File: src/rtl/ntt_pkg.sv
// Shared NTT constants for Q = Q_K*2^Q_M + 1 and the Montgomery multiplier state type.
package ntt_pkg;

   localparam int Q_M        = 8;
   localparam int Q_K        = 13;
   localparam int Q          = Q_K * (2 ** Q_M) + 1;
   localparam int DATA_WIDTH = 12;

   typedef enum logic [1:0] {
      IDLE = 2'd0,
      RUN  = 2'd1,
      FIX  = 2'd2,
      DONE = 2'd3
   } mo_mul_iter_state_e;

endpackage

File: src/rtl/mo_mul_digit.sv
// One radix-2^BPC Montgomery digit step: S' = (S + a*d + u*Q) >> BPC, purely combinational.
module mo_mul_digit
   import ntt_pkg::*;
#(
   parameter int BPC = 1
) (
   input  logic [DATA_WIDTH+1:0] s,
   input  logic [DATA_WIDTH-1:0] a,
   input  logic [BPC-1:0]        d,
   output logic [DATA_WIDTH+1:0] s_next
);

   localparam int TW = DATA_WIDTH + BPC + 2;

   logic [TW-1:0]  t;
   logic [TW-1:0]  v;
   logic [BPC-1:0] u;

   // -Q^-1 mod 2^BPC is all-ones for Q = 1 mod 2^BPC, so u is simply -T mod 2^BPC
   always_comb begin
      t      = TW'(s) + TW'(a) * TW'(d);
      u      = BPC'(~t[BPC-1:0] + BPC'(1));
      v      = t + TW'(u) * TW'(Q);
      s_next = v[TW-1:BPC];
   end

endmodule

File: src/rtl/mo_mul_iter.sv
// Iterative Montgomery multiplier: result = a*b*2^-WIDTH mod Q, BPC bits of b per cycle.
// MO_MUL_FULLRED_EN adds a FIX cycle giving a result in [0,Q); otherwise the result is lazily reduced.
module mo_mul_iter
   import ntt_pkg::*;
#(
   parameter int WIDTH = DATA_WIDTH,
   parameter int BPC   = 1,
   parameter int TAG_W = 4
) (
   input  logic                  clk,
   input  logic                  rst_n,
   input  logic                  in_valid,
   output logic                  in_ready,
   input  logic [DATA_WIDTH-1:0] a,
   input  logic [WIDTH-1:0]      b,
   input  logic [TAG_W-1:0]      in_tag,
   output logic                  out_valid,
   input  logic                  out_ready,
   output logic [DATA_WIDTH-1:0] result,
   output logic [TAG_W-1:0]      out_tag
);

   localparam int NDIG  = WIDTH / BPC;
   localparam int CNT_W = $clog2(NDIG + 1);
   localparam int SW    = DATA_WIDTH + 2;
   localparam logic [SW-1:0] Q_S = SW'(Q);

   if (!((BPC == 1) || (BPC == 2) || (BPC == 4)) || (WIDTH % BPC != 0) || (BPC > Q_M)) begin : g_bpc_chk
      $error("mo_mul_iter: illegal BPC=%0d for WIDTH=%0d", BPC, WIDTH);
   end

   function automatic logic [SW-1:0] cond_sub(input logic [SW-1:0] s, input logic [SW-1:0] lim);
      return (s >= lim) ? (s - Q_S) : s;
   endfunction

   mo_mul_iter_state_e   state, state_nxt;
   logic [CNT_W-1:0]     cnt_q;
   logic [DATA_WIDTH-1:0] a_q;
   logic [WIDTH-1:0]     b_q;
   logic [TAG_W-1:0]     tag_q;
   logic [SW-1:0]        s_q;
   logic [SW-1:0]        s_step;
   logic                 accept;
   logic                 last;

   assign accept = in_valid && in_ready;
   assign last   = (cnt_q == CNT_W'(NDIG - 1));

   mo_mul_digit #(.BPC(BPC)) u_digit (
      .s      (s_q),
      .a      (a_q),
      .d      (b_q[BPC-1:0]),
      .s_next (s_step)
   );

   always_ff @(posedge clk) begin
      if (!rst_n) state <= IDLE;
      else        state <= state_nxt;
   end

   always_comb begin
      state_nxt = state;
      case (state)
         IDLE: if (accept) state_nxt = RUN;
         RUN: if (last) begin
`ifdef MO_MUL_FULLRED_EN
            state_nxt = FIX;
`else
            state_nxt = DONE;
`endif
         end
         FIX:  state_nxt = DONE;
         DONE: if (out_ready) state_nxt = accept ? RUN : IDLE;
         default: state_nxt = IDLE;
      endcase
   end

   always_comb begin
      in_ready  = (state == IDLE) || ((state == DONE) && out_ready);
      out_valid = (state == DONE);
   end

   // operand latches carry no reset; they are only read after an accepted transfer
   always_ff @(posedge clk) begin
      if (accept) begin
         a_q   <= a;
         b_q   <= b;
         tag_q <= in_tag;
      end else if (state == RUN) begin
         b_q <= b_q >> BPC;
      end
   end

`ifdef MO_MUL_FULLRED_EN
   logic [SW-1:0] s_red;
   assign s_red = cond_sub(s_q, Q_S);
`else
   // lazy values in [2^DATA_WIDTH, 2Q) are folded once so they fit the result port
   logic [SW-1:0] s_fold;
   assign s_fold = cond_sub(s_step, SW'(1) << DATA_WIDTH);
`endif

   always_ff @(posedge clk) begin
      if (!rst_n) begin
         s_q     <= '0;
         cnt_q   <= '0;
         result  <= '0;
         out_tag <= '0;
      end else if (accept) begin
         s_q   <= '0;
         cnt_q <= '0;
      end else if (state == RUN) begin
         s_q   <= s_step;
         cnt_q <= cnt_q + CNT_W'(1);
`ifndef MO_MUL_FULLRED_EN
         if (last) begin
            result  <= s_fold[DATA_WIDTH-1:0];
            out_tag <= tag_q;
         end
`endif
      end
`ifdef MO_MUL_FULLRED_EN
      else if (state == FIX) begin
         s_q     <= s_red;
         result  <= s_red[DATA_WIDTH-1:0];
         out_tag <= tag_q;
      end
`endif
   end

endmodule
File: config.mk
export PLATFORM = sky130hd
export DESIGN_NAME = mo_mul_iter
export DESIGN_NICKNAME = d
export VERILOG_FILES = /design/src/rtl/ntt_pkg.sv /design/src/rtl/mo_mul_digit.sv /design/src/rtl/mo_mul_iter.sv
export SDC_FILE = /design/constraint.sdc
export NUM_CORES = 1
export LEC_CHECK = 0
export CAP_MARGIN = 10
export CORE_MARGIN = 3
export CORE_UTILIZATION = 39
export CTS_CLUSTER_DIAMETER = 100
export DETAILED_ROUTE_END_ITERATION = 8
export GPL_TIMING_DRIVEN = 0
export MAX_ROUTING_LAYER = met4
export PLACE_DENSITY = 0.59
export RECOVER_POWER = 100
export SLEW_MARGIN = 5
export SYNTH_ARGS = -nofsm -noshare
export SYNTH_HDL_FRONTEND = slang
export SYNTH_SLANG_ARGS = --single-unit
File: constraint.sdc
create_clock -name clk -period 5.6 [get_ports clk]
set_input_delay 0.56 -clock clk [delete_from_list [all_inputs] [get_ports clk]]
set_output_delay 0.56 -clock clk [all_outputs]
set_load 0.1 [all_outputs]
==> qor.csv, run 1 <==
metric,value,unit
status,finished clean,
Area Growth Syn to Fin,19.85,%
Peak VDD IR,0.3367,mV
Final min period,4.862,ns
period utilization,0.8682,
top post-synthesis cells by count,"dfxtp_1, nor2_1, edfxtp_1, nand2_1, ha_1",
Fillers,984,
Hold Path Cell Cnt,2,
Num CTS Buffers,9,
Ys Warns,0,
WP data required,5.87,ns
area of the multi-input gates,2313,sq um
Reg2Reg Depth,19,
post-route cell area,4842,sq um
worst-margin pin slew,1.374,ns
synth unique cells,81,
worst skew pair latency,0.35,ns
final worst slack,0.7378,ns
nets,524,
num ports,50,
Worst-path clk slew,0.08,ns
Yosys top cell area share,0.2081,
asr flop ratio synth,0,
Die Width,107.8,um
total chip power,2.642,mW
full die area,11620,sq um
H-tree lvl count,3,
Post-Syn Area per Cell,9.878,sq um
Starting Density,0.4077,
post-cts sizing count,0,
GP Congestion,0.8897,
max-slew violation count,0,
reg-to-reg startpoint,b_q[0],
top-count cell post-synth,dfxtp_1,
CP max FO,10,
"EDFF count, synth",28,
first-pass GRT wire length,15820,um
Total GRT Usage,0.1769,
post-synthesis register bit count,64,
PortBufs,49,
busiest grt layer,met2,
Routed Wire Length,9369,um
RSZ-0062 raised after global routing,no,
hpwl dp,7256,um
endpoints failing hold,0,
syn nets,464,
vias in the first global route,3271,
post-synth top area cell,edfxtp_1,
synth top area cells,"edfxtp_1, dfxtp_1, ha_1, xnor2_1, mux2_2",
# rows,36,
Worst setup EP type,flop,
fmax,0.2057,GHz
MaxCap Viol Count,0,
DR WL/cell,15.43,um
sequential element share of the synthesized area,0.3865,
Post-Layout Cell Count,607,
setup_tns,0,ns
Placed Area,4698,sq um
routed vias,3305,
chip height,107.8,um
Slew Limit Headroom,0.08406,
drt pass-1 iters,5,
register area,1562,sq um
root buffer cell,clkbuf_8,
fin util,0.4886,
vias per std cell,5.445,
endpoints failing setup,0,
R2R Setup Slk,0.74,ns
Hold EP,out_tag[0],
most frequently used flop master after synthesis,dfxtp_1,
met3 Use GR,0.02400,
# DRC,0,
Syn Inst Count,409,
Placement Setup Slack,0.9280,ns
worst hold slack,0.4615,ns
P per Cell Area,545.5,nW/um^2
largest net degree at the start of global routing,26,
min-delay worst type,flop to flop,
antenna violations before repair,0,
Post-DRT Antenna Nets,0,
number of setup buffers added after CTS,0,
Post-CTS Hold Buffers,0,
final clock skew,0.01349,ns
critical path class,flop to flop,
Global Route met1 Usage,0.2246,
grt met2 use,0.2922,
Antenna diodes,0,
Worst Path Arrival,5.13,ns
Leakage,1.872,nW
post-placement cell count,591,
Hold Startpoint,out_tag[0],
initial drt markers,149,
core box area,9910,sq um
Critical Path Source Type,flop,
Max Buffers Root-to-Sink,2,
share of cells above drive strength 1,0.1034,
CTS tree,yes,
CTS sink count,64,
synthesized cell area,4040,sq um
RR Endpoint,result[1],
grt total ovfl,0,
==> metal layers <==
| layer | vias to the layer above | wire, um | part of all wire |
|---|---|---|---|
| li1 | 1656 | - | - |
| met3 | 15 | 270 | 0.029 |
| met1 | 1587 | 4312 | 0.46 |
| met5 | - | 0 | 0 |
| met4 | 0 | 170 | 0.018 |
| met2 | 47 | 4615 | 0.49 |
==> flip-flops by register name, summed over array words and instances (netlist names) <==
register  flops
state         2
result       12
b_q          12
s_q          14
out_tag       4
a_q          12
cnt_q         4
tag_q         4
==> worst max path at each step <==
stage | start | endpoint | slack, ns | cells after the start
global placement | b_q[0] | result[1] | 0.96 | 19
CTS | b_q[0] | result[1] | 0.90 | 19
finish | b_q[0] | result[1] | 0.74 | 19
detailed placement | b_q[0] | result[9] | 0.93 | 19
floorplan | b_q[0] | result[9] | 1.63 | 19
global route | b_q[0] | result[1] | 0.24 | 19
==> power breakdown <==
group | switching (mW) | total, mW | internal, mW
Clock | 0.197 | 0.384 | 0.187
Sequential | 0.0539 | 0.698 | 0.644
Combinational | 0.977 | 1.56 | 0.584
==> final cells by class <==
type                    instances  area share
plain buffers                  15     0.01395
multi-input cells             314      0.4778
inverters                      16     0.01240
clock buffers                  11     0.03152
repair buffers                 49      0.1013
flip-flops and latches         64      0.3225
well taps                     133     0.03437
clock inverters                 5    0.006202
==> critical path, stage by stage (launching register included) <==
cell	delay, ns
edfxtp_1	0.37
clkbuf_1	0.31
and2_0	0.19
ha_1	0.19
inv_1	0.06
fa_1	0.40
nor2b_1	0.17
o21ai_1	0.13
a32oi_1	0.53
a21o_1	0.20
a21oi_1	0.07
xnor2_1	0.16
ha_1	0.20
a21oi_1	0.32
nor2b_1	0.25
o21ai_2	0.12
a311oi_4	0.43
or2_4	0.23
mux2_1	0.32
o21ai_0	0.15
==> cell families after synthesis <==
family / share of synthesized area
compound gates: 0.1951
fa+ha+maj: 0.07309
mux: 0.05946
simple gates: 0.1960
flops: 0.3865
buf+inv: 0.03159
xor+xnor: 0.05822
==> layout by cell type (no fill, tap or decap), types with 14 or more instances in the layout <==
master,Yosys,routed
dfxtp_1,36,36
dlygate4sd3_1,0,34
nor2_1,32,32
nand2_1,28,28
edfxtp_1,28,28
ha_1,22,22
nand3_1,21,21
a21oi_1,16,16
xnor2_1,16,16
clkdlybuf4s50_1,0,15
inv_1,14,14
No activity file was read; power rests on OpenSTA's default activity.
==> run 2, diff against run 1 <==
--- a/config.mk
+++ b/config.mk
@@ -5,7 +5,9 @@
 export SDC_FILE = /design/constraint.sdc
 export NUM_CORES = 1
 export LEC_CHECK = 0
+export ABC_CLOCK_PERIOD_IN_PS = 5600
 export CAP_MARGIN = 10
+export CORE_ASPECT_RATIO = 1.1
 export CORE_MARGIN = 3
 export CORE_UTILIZATION = 39
 export CTS_CLUSTER_DIAMETER = 100
@@ -14,7 +16,7 @@
 export MAX_ROUTING_LAYER = met4
 export PLACE_DENSITY = 0.59
 export RECOVER_POWER = 100
-export SLEW_MARGIN = 5
+export SLEW_MARGIN = 20
 export SYNTH_ARGS = -nofsm -noshare
 export SYNTH_HDL_FRONTEND = slang
 export SYNTH_SLANG_ARGS = --single-unit
==> run 2 against run 1 <==
  * Clock power grew 6.8%
  * Via count shrank 0.76%
  * First-iteration DRC count shrank 12%
  * Register-to-register slack lost 0.05 ns
  * Final area is essentially flat
  * Sequential share of layout area is essentially flat
  * Utilization shrank 0.39 points
  * Clock skew shrank 0.0033 ns
  * Fmax shrank 0.93%
  * Sequential power is essentially flat
  * Total power grew 0.87%
  * Non-clock buffer count is the same
  * Largest cell class unchanged
  * Highest routed layer unchanged
==> qor.csv, run 2 (synthesis results as in run 1) <==
metric,value,unit,change
switching power,1.220,mW,-0.57%
Comb pwr share,0.585,,-0.006
nets,524,,unchanged
Slew Limit Headroom,0.07221,,-0.01185
num ports,50,,unchanged
max-slew violation count,0,,unchanged
share of cells above drive strength 1,0.1013,,-0.002110
CP max stage delay,0.55,ns,+0.02 ns
CP max stage cell,a32oi_1,,
core box area,9985,sq um,+0.76%
WP data required,5.84,ns,-0.03 ns
GP Congestion,0.8569,,-3.7%
Crit path buffers/inverters,2,,unchanged
Starting Density,0.4046,,-0.003065
post-placement cell count,578,,-2.2%
endpoints failing setup,0,,unchanged
Leakage,1.874,nW,+0.11%
Die Width,103.0,um,-4.4%
H-tree lvl count,3,,unchanged
Largest register FFs,14,,unchanged
endpoints failing hold,0,,unchanged
"delay-heaviest family, CP",compound AO/OA/AOI/OAI gates,,
"Most flops, register",s_q,,
CTS tree,yes,,
CP max FO,10,,unchanged
MaxCap Viol Count,0,,unchanged
vias in the first global route,3197,,-2.3%
# DRC,0,,unchanged
final worst slack,0.6920,ns,-0.04588 ns
CTS sink count,64,,unchanged
"most common cell after layout, fill and taps aside",dfxtp_1,,
Antenna diodes,0,,unchanged
Routed Wire Length,9243,um,-1.3%
Sw Ratio,0.4580,,-0.006631
Area Growth Syn to Fin,19.79,%,about the same
fmax,0.2037,GHz,-0.93%
worst hold slack,0.4609,ns,-0.0006400 ns
PortBufs,49,,unchanged
Num CTS Buffers,9,,unchanged
P_int,1.444,mW,+2.1%
initial drt markers,131,,-12%
P per Cell Area,550.6,nW/um^2,+0.92%
Post-CTS Hold Buffers,0,,unchanged
Flop pwr share,0.262,,-0.002
"commonest cells after routing, fill and taps aside","dfxtp_1, dlygate4sd3_1, nor2_1",,
antenna violations before repair,0,,unchanged
Max Buffers Root-to-Sink,2,,unchanged
Placed Area,4682,sq um,-0.35%
full die area,11620,sq um,about the same
Peak VDD IR,0.3337,mV,-0.89%
RSZ-0062 raised after global routing,no,,
sequence of cells on the critical path,clkbuf_1 -> and2_0 -> ha_1 -> inv_1 -> fa_1 -> nor2b_1 -> o21ai_1 -> a32oi_1 -> a21o_1 -> a21oi_1 -> xnor2_1 -> ha_1 -> o311ai_0 -> nand2_1 -> a311oi_4 -> nor2_1 -> a211oi_1 -> a311o_1,,
vias per std cell,5.522,,+1.4%
final clock skew,0.01017,ns,-0.003318 ns
worst-margin pin slew,1.392,ns,+0.01778 ns
routed vias,3280,,-0.76%
Worst setup EP type,flop,,
largest net degree at the start of global routing,26,,unchanged
hpwl dp,7241,um,-0.20%
setup_tns,0,ns,unchanged
Worst Path Arrival,5.15,ns,+0.02 ns
Post-Layout Cell Count,594,,-2.1%
first-pass GRT wire length,15330,um,-3.1%
number of setup buffers added after CTS,0,,unchanged
chip height,112.8,um,+4.6%
period utilization,0.8764,,+0.008193
critical path class,flop to flop,,
Post-DRT Antenna Nets,0,,unchanged
Worst-path clk slew,0.08,ns,about the same
post-route cell area,4840,sq um,about the same
drt pass-1 iters,4,,-1
Total GRT Usage,0.1737,,-0.003157
Critical Path Source Type,flop,,
post-cts sizing count,0,,unchanged
Clk pwr share,0.154,,+0.009
root buffer cell,clkbuf_8,,
cell mode on critical path,ha_1,,
Fillers,947,,-3.8%
DR WL/cell,15.56,um,+0.81%
worst skew pair latency,0.35,ns,about the same
status,finished clean,,
# rows,38,,+5.6%
min-delay worst type,flop to flop,,
Final min period,4.908,ns,+0.04588 ns
grt total ovfl,0,,unchanged
Placement Setup Slack,0.8891,ns,-0.03891 ns
-- run 2: area by class of cell --
cell class                      instances  area (sq um)  area share
Clock inverter                          5         56.30     0.01163
Multi-Input combinational cell        314          2312      0.4778
Sequential cell                        64          1562      0.3226
Timing Repair Buffer                   49         490.5      0.1013
Inverter                               16         60.06     0.01241
Clock buffer                           11         141.4     0.02921
Buffer                                 15         67.56     0.01396
Tap cell                              120         150.1     0.03102
-- run 2: final timing paths --
kind,slack [ns],depth (start not counted),to,from
min reg2reg,0.46,2,out_tag[3],out_tag[3]
max reg2reg,0.69,18,result[9],b_q[0]
min,0.46,2,out_tag[3],out_tag[3]
max,0.69,18,result[9],b_q[0]
-- run 2: tightest hold or removal path, delay by kind of cell (launching register included) --
family	cells	cell delay [ns]
compound gates	1	0.05
flops	1	0.31
simple gates	1	0.05
-- run 2: per-stage QoR --
step	power, mW	util
3_3_place_gp	2.277	0.4688
5_1_grt	2.886	0.4847
2_1_floorplan	1.949	-
3_5_place_dp	2.308	0.4689
6_report	2.665	0.4847
4_1_cts	2.722	0.4887
-- run 2: power groups by stage --
stage,Combinational [mW],Clock (mW),Sequential [mW]
after floorplan,1.27,0,0.684
after global routing,1.74,0.439,0.709
after detailed placement,1.60,0,0.709
after global placement,1.57,0,0.708
final,1.56,0.410,0.697
after CTS,1.61,0.416,0.699
-- run 2: layer usage --
layer | vias up | wire (um) | GRT usage
met1 | 1564 | 4418 | 0.2249
met3 | 16 | 271 | 0.03884
met2 | 49 | 4346 | 0.2640
li1 | 1651 | - | -
met4 | 0 | 207 | 0.06649
met5 | - | 0 | -
==> run 3, diff against run 2 <==
--- a/config.mk
+++ b/config.mk
@@ -6,7 +6,7 @@
 export NUM_CORES = 1
 export LEC_CHECK = 0
 export ABC_CLOCK_PERIOD_IN_PS = 5600
-export CAP_MARGIN = 10
+export CAP_MARGIN = 20
 export CORE_ASPECT_RATIO = 1.1
 export CORE_MARGIN = 3
 export CORE_UTILIZATION = 39
==> constraint.sdc (replaced) <==
create_clock -name clk -period 5.6 [get_ports clk]
set_input_delay 0.56 -clock clk [delete_from_list [all_inputs] [get_ports clk]]
set_output_delay 0.56 -clock clk [all_outputs]
set_load 0.02 [all_outputs]
==> results of run 3 <==
The final DEF is identical to that of run 2. Status: finished clean.
Main changes from that run: total power 2.665 mW -> 2.623 mW; worst IR drop on VDD 0.3337 mV -> 0.2755 mV
